--- src/rtl/input_cond_pkg.sv ---
// Shared state encoding and default parameters for the push-button/switch
// input conditioner and its debounce channels.
package input_cond_pkg;

  localparam int SYNC_STAGES_DEF     = 2;
  localparam int DEBOUNCE_CYCLES_DEF = 16;
  localparam int REPEAT_CYCLES_DEF   = 8;

  typedef enum logic [1:0] {
    IDLE_LOW  = 2'b00,
    WAIT_HIGH = 2'b01,
    IDLE_HIGH = 2'b10,
    WAIT_LOW  = 2'b11
  } deb_state_t;

  // Counter width able to hold 0..n without wrapping.
  function automatic int cnt_width(input int n);
    return $clog2(n + 1);
  endfunction

endpackage

--- src/rtl/debounce_channel.sv ---
// One conditioned input: synchronizer chain followed by a 4-state debounce FSM
// that accepts a level change only after DEBOUNCE_CYCLES consecutive samples.
module debounce_channel
  import input_cond_pkg::*;
#(
  parameter int SYNC_STAGES     = SYNC_STAGES_DEF,
  parameter int DEBOUNCE_CYCLES = DEBOUNCE_CYCLES_DEF
) (
  input  logic clk,
  input  logic reset,
  input  logic i_raw,
  output logic o_level,
  output logic o_rise_next,
  output logic o_fall_next
);

  localparam int CNT_W = cnt_width(DEBOUNCE_CYCLES);

  logic [SYNC_STAGES-1:0] r_sync;
  logic [CNT_W-1:0]       r_cnt;
  deb_state_t             r_state;
  logic                   r_level;
  logic                   w_sync;
  logic                   w_done;

  assign w_sync = r_sync[SYNC_STAGES-1];
  // The sample on this edge is the DEBOUNCE_CYCLES-th consecutive one.
  assign w_done = (r_cnt == CNT_W'(DEBOUNCE_CYCLES - 1));

  // Combinational look-ahead so the top can register a pulse that lines up
  // with the cycle the level actually changes.
  assign o_rise_next = (r_state == WAIT_HIGH) && w_sync && w_done;
  assign o_fall_next = (r_state == WAIT_LOW) && !w_sync && w_done;
  assign o_level     = r_level;

  // NOTE: all state here updates with <= so every flop samples pre-edge values.
  always_ff @(posedge clk) begin
    if (reset) begin
      r_sync  <= '0;
      r_cnt   <= '0;
      r_state <= IDLE_LOW;
      r_level <= 1'b0;
    end else begin
      r_sync <= {r_sync[SYNC_STAGES-2:0], i_raw};
      case (r_state)
        IDLE_LOW: begin
          if (w_sync) begin
            r_state <= WAIT_HIGH;
            r_cnt   <= CNT_W'(1);
          end
        end
        WAIT_HIGH: begin
          if (!w_sync) begin
            r_state <= IDLE_LOW;
            r_cnt   <= '0;
          end else if (w_done) begin
            r_state <= IDLE_HIGH;
            r_level <= 1'b1;
            r_cnt   <= '0;
          end else begin
            r_cnt <= r_cnt + CNT_W'(1);
          end
        end
        IDLE_HIGH: begin
          if (!w_sync) begin
            r_state <= WAIT_LOW;
            r_cnt   <= CNT_W'(1);
          end
        end
        WAIT_LOW: begin
          if (w_sync) begin
            r_state <= IDLE_HIGH;
            r_cnt   <= '0;
          end else if (w_done) begin
            r_state <= IDLE_LOW;
            r_level <= 1'b0;
            r_cnt   <= '0;
          end else begin
            r_cnt <= r_cnt + CNT_W'(1);
          end
        end
      endcase
    end
  end

endmodule

--- src/rtl/input_conditioner.sv ---
// Button and switch front end for the accumulator FSM: debounced levels plus a
// registered one-cycle next_pulse per accepted press. Optional auto-repeat
// while the button is held is enabled by INPUT_CONDITIONER_AUTOREPEAT_EN.
module input_conditioner
  import input_cond_pkg::*;
#(
  parameter int SYNC_STAGES     = SYNC_STAGES_DEF,
  parameter int DEBOUNCE_CYCLES = DEBOUNCE_CYCLES_DEF,
  parameter int REPEAT_CYCLES   = REPEAT_CYCLES_DEF
) (
  input  logic clk,
  input  logic reset,
  input  logic btn_raw,
  input  logic sw_raw,
  output logic btn_level,
  output logic in_level,
  output logic next_pulse
);

  logic w_btn_rise_next;
  logic w_btn_fall_next;
  logic w_sw_rise_unused;
  logic w_sw_fall_unused;
  logic w_rep_fire;
  logic r_next_pulse;

  debounce_channel #(
    .SYNC_STAGES    (SYNC_STAGES),
    .DEBOUNCE_CYCLES(DEBOUNCE_CYCLES)
  ) u_btn (
    .clk        (clk),
    .reset      (reset),
    .i_raw      (btn_raw),
    .o_level    (btn_level),
    .o_rise_next(w_btn_rise_next),
    .o_fall_next(w_btn_fall_next)
  );

  debounce_channel #(
    .SYNC_STAGES    (SYNC_STAGES),
    .DEBOUNCE_CYCLES(DEBOUNCE_CYCLES)
  ) u_sw (
    .clk        (clk),
    .reset      (reset),
    .i_raw      (sw_raw),
    .o_level    (in_level),
    .o_rise_next(w_sw_rise_unused),
    .o_fall_next(w_sw_fall_unused)
  );

`ifdef INPUT_CONDITIONER_AUTOREPEAT_EN
  localparam int REP_W = cnt_width(REPEAT_CYCLES);

  logic [REP_W-1:0] r_rep_cnt;

  // Suppressed on the edge the level falls so a release never pulses.
  assign w_rep_fire = btn_level && !w_btn_fall_next &&
                      (r_rep_cnt == REP_W'(REPEAT_CYCLES - 1));

  always_ff @(posedge clk) begin
    if (reset || !btn_level || w_rep_fire) begin
      r_rep_cnt <= '0;
    end else begin
      r_rep_cnt <= r_rep_cnt + REP_W'(1);
    end
  end
`else
  localparam int unused_repeat_cycles = REPEAT_CYCLES;
  logic w_fall_unused;

  assign w_rep_fire    = 1'b0;
  assign w_fall_unused = w_btn_fall_next;
`endif

  always_ff @(posedge clk) begin
    if (reset) begin
      r_next_pulse <= 1'b0;
    end else begin
      r_next_pulse <= w_btn_rise_next | w_rep_fire;
    end
  end

  assign next_pulse = r_next_pulse;

endmodule
--- config.mk ---
export PLATFORM = sky130hd
export DESIGN_NAME = input_conditioner
export DESIGN_NICKNAME = d
export VERILOG_FILES = /design/src/rtl/input_cond_pkg.sv /design/src/rtl/debounce_channel.sv /design/src/rtl/input_conditioner.sv
export SDC_FILE = /design/constraint.sdc
export NUM_CORES = 1
export LEC_CHECK = 0
export CORE_ASPECT_RATIO = 1.4
export CORE_MARGIN = 2
export CORE_UTILIZATION = 50
export DETAILED_ROUTE_END_ITERATION = 10
export PLACE_DENSITY = 0.72
export SYNTH_ARGS = -nofsm -noshare
export SYNTH_HDL_FRONTEND = slang
export SYNTH_SLANG_ARGS = --single-unit
--- constraint.sdc ---
create_clock -name clk -period 1.15 [get_ports clk]
set_input_delay 0.23 -clock clk [delete_from_list [all_inputs] [get_ports clk]]
set_output_delay 0.23 -clock clk [all_outputs]
set_load 0.01 [all_outputs]
# ---- Word level (Yosys, flattened, before mapping)
# Index checks and enable logic that the tools add are counted.
dict set report word_totals {
  register_bits 21
  input_bits 4
  output_inout_bits 3
  elab_cells 83
}
dict set report classes {
  addsub 2
  n_eq_ne 24
  mux 36
  reduce_logical 12
}
# operator n
set op_table {}
lappend op_table {{5-bit 2-to-1 mux} 10}
lappend op_table {{5-bit case mux with 4 select lines} 2}
lappend op_table {{2-bit 2-to-1 mux} 12}
lappend op_table {{2-bit by 1-bit != test with 1-bit output (second input constant)} 8}
lappend op_table {{2-bit case mux with 4 select lines} 2}
lappend op_table {{5-bit by 1-bit adder with 5-bit output (second input constant)} 2}
lappend op_table {{5-bit by 4-bit equality test with 1-bit output (second input constant)} 2}
lappend op_table {{5-bit AND reduction} 2}
lappend op_table {{2-bit equality test (second input constant)} 4}
lappend op_table {{1-bit 2-to-1 mux} 8}
lappend op_table {{2-bit != test (second input constant)} 4}
lappend op_table {{4-bit AND reduction} 2}
lappend op_table {{3-bit by 1-bit != test with 1-bit output (second input constant)} 2}
lappend op_table {{3-bit != test (second input constant)} 2}
lappend op_table {{2-bit by 1-bit equality test with 1-bit output (second input constant)} 2}
lappend op_table {{2-bit zero test} 2}
lappend op_table {{1-bit case mux with 2 select lines} 2}
lappend op_table {{2-bit AND reduction} 2}
lappend op_table {{2-bit nonzero test} 2}
lappend op_table {{1-bit logical AND} 2}

# ---- Longest topological paths before layout
# Gate-level depths: netlist of the first run.
dict set report depth {
  ltp_word 4
  depth_mapped 5
  depth_no_buf 4
}

# ---- Cells and area by module
# A second synthesis of the first run with hierarchy kept.
dict set report unflattened {
  hier_cells 102
  hier_area_um2 962.2
}
# module n_inst cells_each area_each_um2 seq_area_each_um2
set modules_own_cells {}
lappend modules_own_cells {debounce_channel 2 50 464.2 200.2}
lappend modules_own_cells {input_conditioner 1 2 33.8 20.0}

# ---- Worst setup path before layout of the first run
# Ideal clock, no wire load.
dict set report synth_path {
  kind {register to register}
  start {reg u_btn.r_cnt[0]}
  end {reg u_btn.r_cnt[3]}
  setup_ns 0.120
  arrival_time_ns 1.111
  t_required_ns 1.030
  setup_slack_ns -0.081
  path_stages_with_launch 5
  path_buffers 0
  period_less_slack_ns 1.231
  cell_sequence {dfxtp_1 ha_1 and4b_1 nor3_1 a211o_1}
}
dict set report synth_between {
  elab_chain_len 4
  elab_cells_between_ends 6
  cone_classes {1 x add/sub; 1 x eq/ne; 4 x mux}
}
# element line
set synth_lines {}
lappend synth_lines {{start, declared} debounce_channel.sv:20} ;# logic [CNT_W-1:0] r_cnt;
lappend synth_lines {{start signal, assigned} debounce_channel.sv:61} ;# r_cnt <= r_cnt + CNT_W'(1);
lappend synth_lines {{start signal, assigned} debounce_channel.sv:79} ;# r_cnt <= r_cnt + CNT_W'(1);
lappend synth_lines {{5-bit by 1-bit adder with 5-bit output / 5-bit by 4-bit equality test with 1-bit output (equally long branches)} {debounce_channel.sv:61, debounce_channel.sv:79, debounce_channel.sv:28}}
lappend synth_lines {{5-bit 2-to-1 mux *} {debounce_channel.sv:56, debounce_channel.sv:74}}
lappend synth_lines {{5-bit 2-to-1 mux (on tied branches)} {debounce_channel.sv:71, debounce_channel.sv:53}}
lappend synth_lines {{5-bit case mux with 4 select lines *} debounce_channel.sv:45} ;# case (r_state)
# Mark *: on every way between the ends. The rest lies on a longest branch, timed or not.
# A chain may end at the register's enable or synchronous reset.

# ---- Final worst setup path of the first run
dict set report layout_path {
  start {reg u_btn.r_cnt[1]}
  end {reg u_btn.r_cnt[3]}
}
# The elaborated chain is that of the path after synthesis.

==> load_flow_metrics.sql, run 1 <==
INSERT INTO impl_metrics (metric_group, metric, value, unit) VALUES
('status', 'outcome', 'finished, violations left', ''),
('status', 'violated_checks', 'setup timing', ''),
('cts', 'clkLatencyLatePin', '0.31', 'ns'),
('place', 'place_inst', '159', ''),
('sta', 'final-max-slew-violation-count', '0', ''),
('routing', 'routed_length_on_met1', '937', 'µm'),
('floorplan', 'core_area', '1930', 'µm²'),
('critical_path', 'reg2reg_setup_slack', '-0.06', 'ns'),
('power', 'post_layout_power', '1.29', 'mW'),
('cts', 'cts.sink_count', '21', ''),
('power', 'leakage', '0.582', 'nW'),
('place', 'place_congestion', '0.792', ''),
('min_path', 'worstHoldStart', 'reset', ''),
('place', 'dp_hpwl', '1650', 'µm'),
('sta', 'slew_headroom', '0.791', ''),
('sta', 'fin_worst_skew', '0.00333', 'ns'),
('cts', 'cts_tree', 'built', ''),
('yosys', 'synth_compound_gate_area_share', '0.132', ''),
('critical_path', 'worst_path_largest_cell_delay', '0.35', 'ns'),
('power', 'pd_cells', '915', 'nW/µm²'),
('power', 'vdd_drop_max', '779', 'µV'),
('place', 'dpl_worst_slack', '-0.334', 'ns'),
('place', 'portBuffers', '6', ''),
('sta', 'timing.final.ws_setup', '-0.0596', 'ns'),
('floorplan', 'rows', '19', ''),
('cts', 'tritoncts.num_buffers', '3', ''),
('critical_path', 'critPathSlowestCell', 'sky130_fd_sc_hd__dfxtp_2', ''),
('floorplan', 'starting_density_of_the_core', '0.516', ''),
('yosys', 'synthXorXnorAreaFrac', '0.0340', ''),
('sta', 'finalHoldViolations', '0', ''),
('critical_path', 'crit_chain', 'buf_4 -> and3_1 -> and4_1 -> a211o_1', ''),
('yosys', 'distinct_cells_synth', '34', ''),
('floorplan', 'die-width', '41.7', 'µm'),
('sta', 'timing.final.setup_violations', '4', ''),
('routing', 'initial_drc_count', '34', ''),
('critical_path', 'worst_r2r_path_depth', '4', ''),
('final_layout', 'antenna_cells_inserted', '0', ''),
('routing', 'total_detailed_routing_wirelength', '2440', 'µm'),
('grt', 'maximum_number_of_pins_on_one_net_before_global_route_repair', '13', ''),
('final_layout', 'final_design_area_no_fill', '1410', 'µm²'),
('grt', 'grt_antenna_before_repair', '0', ''),
('flow_run', 'max-cap-violations', '0', ''),
('final_layout', 'post-route-util', '0.732', ''),
('final_layout', 'finish.cell_count_without_fillers', '167', ''),
('critical_path', 'timing.critical_path.to_type', 'register', ''),
('yosys', 'avgSynthCellArea', '8.71', 'µm²'),
('routing', 'residual_drc_count', '0', ''),
('final_layout', 'flow.area_growth_from_synthesis', '41.8', '%'),
('yosys', 'synth_mux_area_frac', '0', ''),
('routing', 'highest-signal-layer', 'met4', ''),
('grt', 'grt_overflow', '0', ''),
('grt', 'grt_pass1_vias', '945', ''),
('yosys', 'synth_flop_cell', 'sky130_fd_sc_hd__dfxtp_1', ''),
('min_path', 'worstHoldEndpoint', 'u_sw.r_sync[0]', ''),
('yosys', 'synth_cell_area', '993', 'µm²'),
('yosys', 'synth_top_family_by_area', 'simple AND/OR/NAND/NOR gates', ''),
('sta', 'max_slew.worst_pin.slew', '0.313', 'ns'),
('sta', 'post-route-period-util', '1.05', ''),
('critical_path', 'criticalPathCategory', 'register to register', ''),
('final_layout', 'nets', '153', ''),
('sta', 'unrepaired_setup_endpoints_after_global_routing', 'true', ''),
('yosys', 'synthesis.instances', '114', ''),
('routing', 'via_count', '976', ''),
('yosys', 'synth_nets', '120', ''),
('cts', 'cts-htree-levels', '1', ''),
('grt', 'grt_util_all_layers', '0.214', ''),
('yosys', 'synth_seq_area_share', '0.423', ''),
('cts', 'cts-root-to-sink-buffers', '2', ''),
('sta', 'post-route-min-period', '1.21', 'ns'),
('routing', 'met2_wirelength', '1430', 'µm'),
('grt', 'grt_pass1_wl', '3960', 'µm');
[flip-flops by register name, summed over array words and instances, names as in the netlist, named ones only]
name           flops
u_btn.r_state      1
u_sw.o_level       1
next_pulse         1
u_btn.r_cnt        5
u_btn.r_sync       2
u_sw.r_sync        2
u_sw.r_state       1
u_btn.o_level      1
u_sw.r_cnt         5
[Yosys cell counts, types with 2 or more instances]
| cell type | number | area [µm²] |
|---|---|---|
| sky130_fd_sc_hd__dfxtp_1 | 21 | 420 |
| sky130_fd_sc_hd__nand4b_1 | 2 | 17.5 |
| sky130_fd_sc_hd__nor3_1 | 2 | 10.0 |
| sky130_fd_sc_hd__nor2_1 | 6 | 22.5 |
| sky130_fd_sc_hd__nand2b_1 | 3 | 18.8 |
| sky130_fd_sc_hd__inv_1 | 9 | 33.8 |
| sky130_fd_sc_hd__a21oi_1 | 6 | 30.0 |
| sky130_fd_sc_hd__nand2_1 | 5 | 18.8 |
| sky130_fd_sc_hd__clkbuf_1 | 3 | 11.3 |
| sky130_fd_sc_hd__o211ai_1 | 2 | 15.0 |
| sky130_fd_sc_hd__and4b_1 | 2 | 20.0 |
| sky130_fd_sc_hd__nand4_1 | 4 | 25.0 |
| sky130_fd_sc_hd__nor2b_1 | 4 | 25.0 |
| sky130_fd_sc_hd__o21ai_0 | 3 | 15.0 |
| sky130_fd_sc_hd__nand3_1 | 13 | 65.1 |
| sky130_fd_sc_hd__o311ai_0 | 4 | 35.0 |
| sky130_fd_sc_hd__nor3b_1 | 5 | 37.5 |
| sky130_fd_sc_hd__buf_2 | 3 | 15.0 |
| sky130_fd_sc_hd__ha_1 | 2 | 25.0 |
[worst max path at each step]
stage | to | from
finish | u_btn.r_cnt[3] | u_btn.r_cnt[1]
global route | u_btn.r_state[0] | u_btn.r_cnt[1]
CTS | u_btn.r_cnt[3] | u_btn.r_cnt[1]
detailed placement | u_btn.r_cnt[2] | reset
global placement | u_btn.r_cnt[3] | reset
floorplan | u_btn.r_cnt[3] | u_btn.r_cnt[1]
[routing by layer]
metal  global-route usage  vias to the layer above
li1                     -                      476
met1                0.226                      483
met2                0.420                       13
met3               0.0193                        4
met4               0.0829                        0
met5                    0                        -
[logic make-up after synthesis]
family	count (synthesis)
AOI/OAI and AO/OA	19
xor gates and xnor gates	3
adders and majority gates	2
buffers and inverters	15
DFF	21
and+or+nand+nor	54
[area by class of cell]
cell class              count  area (µm²)
repair buffers             34         274
multi-input cells          78         617
inverters                   9        33.8
well taps                  21        26.3
clock buffers               3        22.5
flip-flops and latches     21         430
clock inverters             1        5.00
fillers                   154         517
[critical path, delay by kind of cell, from the launching register on]
kind / cells / cell delay (ns)
AOI/OAI and AO/OA: 1 / 0.26
buffers and inverters: 1 / 0.13
DFF: 1 / 0.35
and+or+nand+nor: 2 / 0.36
[placed cells by master, fill, tap and decap left out, drive strengths merged, types with 2 or more instances in the layout]
master	synthesis	final
buf	3	28
nor2b	4	4
o311ai	4	4
o211ai	2	2
nor3b	5	5
nor3	2	2
xor2	2	2
and3	2	2
dfxtp	21	21
a21oi	6	6
ha	2	2
and4b	2	2
inv	9	9
nand2	5	5
nand4b	2	2
clkdlybuf4s50	0	2
nand4	4	4
nor2	6	6
nand3	13	13
nand2b	3	3
clkbuf	3	5
o21ai	3	3
[report_power, final]
group / total, mW / switching [mW] / internal [mW]
Clock: 0.357 / 0.227 / 0.130
Combinational: 0.161 / 0.0762 / 0.0846
Sequential: 0.772 / 0.0198 / 0.753
Total: 1.29 / 0.323 / 0.967
[what timing repair did]
item / CTS / global route
setup endpoints to repair: 15 / 16
hold endpoints to repair: 0 / 0
buffers inserted: 1 / 2
resized for setup: 18 / 21
cloned: 0 / 1
pin swaps: 3 / 14
hold buffers: 0 / 0
Power figures use the tool's default switching activity.
==> run 2, diff against run 1 <==
--- a/config.mk
+++ b/config.mk
@@ -5,11 +5,11 @@
 export SDC_FILE = /design/constraint.sdc
 export NUM_CORES = 1
 export LEC_CHECK = 0
-export CORE_ASPECT_RATIO = 1.4
 export CORE_MARGIN = 2
-export CORE_UTILIZATION = 50
+export CORE_UTILIZATION = 60
 export DETAILED_ROUTE_END_ITERATION = 10
-export PLACE_DENSITY = 0.72
+export PLACE_DENSITY = 0.81
+export SETUP_SLACK_MARGIN = 0.1
 export SYNTH_ARGS = -nofsm -noshare
 export SYNTH_HDL_FRONTEND = slang
 export SYNTH_SLANG_ARGS = --single-unit
==> constraint.sdc (replaced) <==
create_clock -name clk -period 1.5 [get_ports clk]
set_input_delay 0.3 -clock clk [delete_from_list [all_inputs] [get_ports clk]]
set_output_delay 0.3 -clock clk [all_outputs]
set_load 0.01 [all_outputs]
==> run 2 against run 1 <==
Compared with the run above:
- the flow now finishes without violations
- worst setup slack gained 0.20 ns
- core utilization grew 2.5 points
- global-route usage grew 3.8 points
- clock-buffer cell count is the same
- combinational power shrank 44%
- clock skew grew 0.0038 ns
- worst hold slack gained 0.19 ns
- maximum frequency shrank 11%
- design area shrank 18%
- power shrank 26%
- non-clock buffer count shrank 22
- largest power group unchanged
==> load_flow_metrics.sql, run 2 (same netlist as run 1, synthesis figures left out) <==
INSERT INTO impl_metrics (metric_group, metric, value, unit) VALUES
('cts', 'clkLatencyLatePin', '0.31', 'ns'),
('cts', 'buffers_inserted_by_post_cts_timing_repair', '0', ''),
('grt', 'grt_pass1_vias', '827', ''),
('routing', 'drt-pass1-iter-count', '4', ''),
('final_layout', 'fill_cells', '121', ''),
('floorplan', 'rows', '14', ''),
('final_layout', 'antenna_cells_inserted', '0', ''),
('final_layout', 'layout-drive-gt1-share', '0.169', ''),
('routing', 'residual_drc_count', '0', ''),
('sta', 'final-max-slew-violation-count', '0', ''),
('sta', 'unrepaired_setup_endpoints_after_global_routing', 'false', ''),
('power', 'vdd_drop_max', '645', 'µV'),
('grt', 'grt_util_all_layers', '0.252', ''),
('final_layout', 'multiInputGateArea', '544', 'µm²'),
('critical_path', 'worst_path_largest_cell_delay', '0.55', 'ns'),
('sta', 'timing.final.ws_setup', '0.142', 'ns'),
('sta', 'finalHoldViolations', '0', ''),
('critical_path', 'worst-path-max-fanout', '8', ''),
('critical_path', 'path_buf_inv', '0', ''),
('sta', 'max_slew.worst_pin.slew', '0.386', 'ns'),
('critical_path', 'crit_chain', 'xor2_2 -> nor3_1 -> a211o_1', ''),
('sta', 'max_clock_freq', '737', 'MHz'),
('cts', 'cts-root-buf', 'sky130_fd_sc_hd__clkbuf_4', ''),
('sta', 'slew_headroom', '0.742', ''),
('power', 'pd_cells', '828', 'nW/µm²'),
('power', 'leakage', '0.431', 'nW'),
('sta', 'post-route-min-period', '1.36', 'ns'),
('floorplan', 'core_area', '1520', 'µm²'),
('grt', 'grt_overflow', '0', ''),
('status', 'outcome', 'complete, no violations', ''),
('grt', 'maximum_number_of_pins_on_one_net_before_global_route_repair', '14', ''),
('routing', 'via_count', '859', ''),
('place', 'portBuffers', '6', ''),
('final_layout', 'nets', '131', ''),
('flow_run', 'max-cap-violations', '0', ''),
('cts', 'clk_pin_slew_worst_paths', '0.12', 'ns'),
('cts', 'tritoncts.num_buffers', '3', ''),
('min_path', 'worstHoldStart', 'u_sw.r_sync[0]', ''),
('final_layout', 'layout_common_cells', 'sky130_fd_sc_hd__dfxtp_1, sky130_fd_sc_hd__nand3_1, sky130_fd_sc_hd__inv_1, sky130_fd_sc_hd__a21oi_1, sky130_fd_sc_hd__buf_4', ''),
('final_layout', 'flow.area_growth_from_synthesis', '16.0', '%'),
('critical_path', 'worst_path_dominant_cell_family', 'flip-flops', ''),
('routing', 'detailroute.wirelength.met3', '98', 'µm'),
('routing', 'avgRoutedWirePerCell', '14.2', 'µm'),
('critical_path', 'cp.arrival', '1.57', 'ns'),
('cts', 'cts-root-to-sink-buffers', '2', ''),
('floorplan', 'io_pins', '7', ''),
('floorplan', 'die_height', '44.7', 'µm'),
('critical_path', 'critical_path_required', '1.71', 'ns'),
('final_layout', 'biggestRegsByFlops', 'u_btn.r_cnt (5), u_sw.r_cnt (5)', ''),
('critical_path', 'timing.critical_path.to_type', 'register', ''),
('routing', 'routed_via_density', '6.14', ''),
('sta', 'timing.final.setup_violations', '0', ''),
('critical_path', 'criticalPathCategory', 'register to register', ''),
('final_layout', 'final_common_cell', 'sky130_fd_sc_hd__dfxtp_1', ''),
('routing', 'postRouteAntennaNets', '0', ''),
('routing', 'routed_length_on_met1', '991', 'µm'),
('grt', 'grt_antenna_before_repair', '0', ''),
('routing', 'highest-signal-layer', 'met4', ''),
('grt', 'grt_pass1_wl', '3660', 'µm'),
('routing', 'met2_wirelength', '855', 'µm'),
('sta', 'fin_worst_skew', '0.00709', 'ns'),
('place', 'dpl_worst_slack', '-0.104', 'ns'),
('routing', 'total_detailed_routing_wirelength', '1990', 'µm'),
('cts', 'cts_tree', 'built', ''),
('final_layout', 'layout.area.seq', '423', 'µm²'),
('floorplan', 'fp.dieArea', '2000', 'µm²'),
('floorplan', 'starting_density_of_the_core', '0.652', ''),
('critical_path', 'critPathSlowestCell', 'sky130_fd_sc_hd__dfxtp_1', ''),
('place', 'place_congestion', '0.885', ''),
('cts', 'cts.sink_count', '21', ''),
('place', 'dp_hpwl', '1480', 'µm'),
('sta', 'post-route-period-util', '0.905', ''),
('floorplan', 'die-width', '44.7', 'µm'),
('routing', 'initial_drc_count', '16', ''),
('power', 'post_layout_power', '0.954', 'mW'),
('min_path', 'hold_path_class', 'register to register', ''),
('critical_path', 'critical_path.startpoint_type', 'register', ''),
('cts', 'cts-htree-levels', '1', '');
-- run 2: final cells by class --
type                    count  area share
clock buffers               3      0.0195
inverters                   9      0.0293
flip-flops and latches     21       0.367
clock inverters             1     0.00651
repair buffers             12      0.0879
well taps                  16      0.0174
multi-input cells          78       0.472
-- run 2: final timing paths --
path | cells after the start | endpoint | slack [ns]
setup reg to reg | 3 | u_btn.r_cnt[3] | 0.14
hold / removal | 1 | u_sw.r_sync[1] | 0.46
hold reg to reg | 1 | u_sw.r_sync[1] | 0.46
setup / recovery | 3 | u_btn.r_cnt[3] | 0.14
-- run 2: what timing repair did --
action                     CTS  global route
setup endpoints to repair    4             9
gates resized for setup      4             8
gates cloned                 0             0
hold buffers                 0             0
-- run 2: per-layer routing --
layer	up-vias	global-route usage
met1	398	0.346
met5	-	0
li1	434	-
met2	21	0.357
met3	6	0.0840
met4	0	0.121
-- run 2: through the flow --
| step | hold WS, ns | cell area, µm² | util | TNS (ns) | instances |
|---|---|---|---|---|---|
| global placement | 0.426 | 1090 | 0.717 | -0.0299 | 136 |
| floorplan | 0.414 | 993 | - | 0 | 114 |
| CTS | 0.460 | 1120 | 0.738 | 0 | 140 |
| finish | 0.457 | 1150 | 0.756 | 0 | 140 |
| global route | 0.479 | 1150 | 0.756 | 0 | 140 |
| detailed placement | 0.425 | 1090 | 0.717 | -0.403 | 136 |
-- run 2: power by group --
| part | leakage [nW] | switching [mW] | internal, mW |
|---|---|---|---|
| logic | 0.246 | 0.0454 | 0.0444 |
| clock network | 0.0139 | 0.170 | 0.102 |
| registers | 0.172 | 0.0162 | 0.576 |
| total | 0.431 | 0.231 | 0.723 |
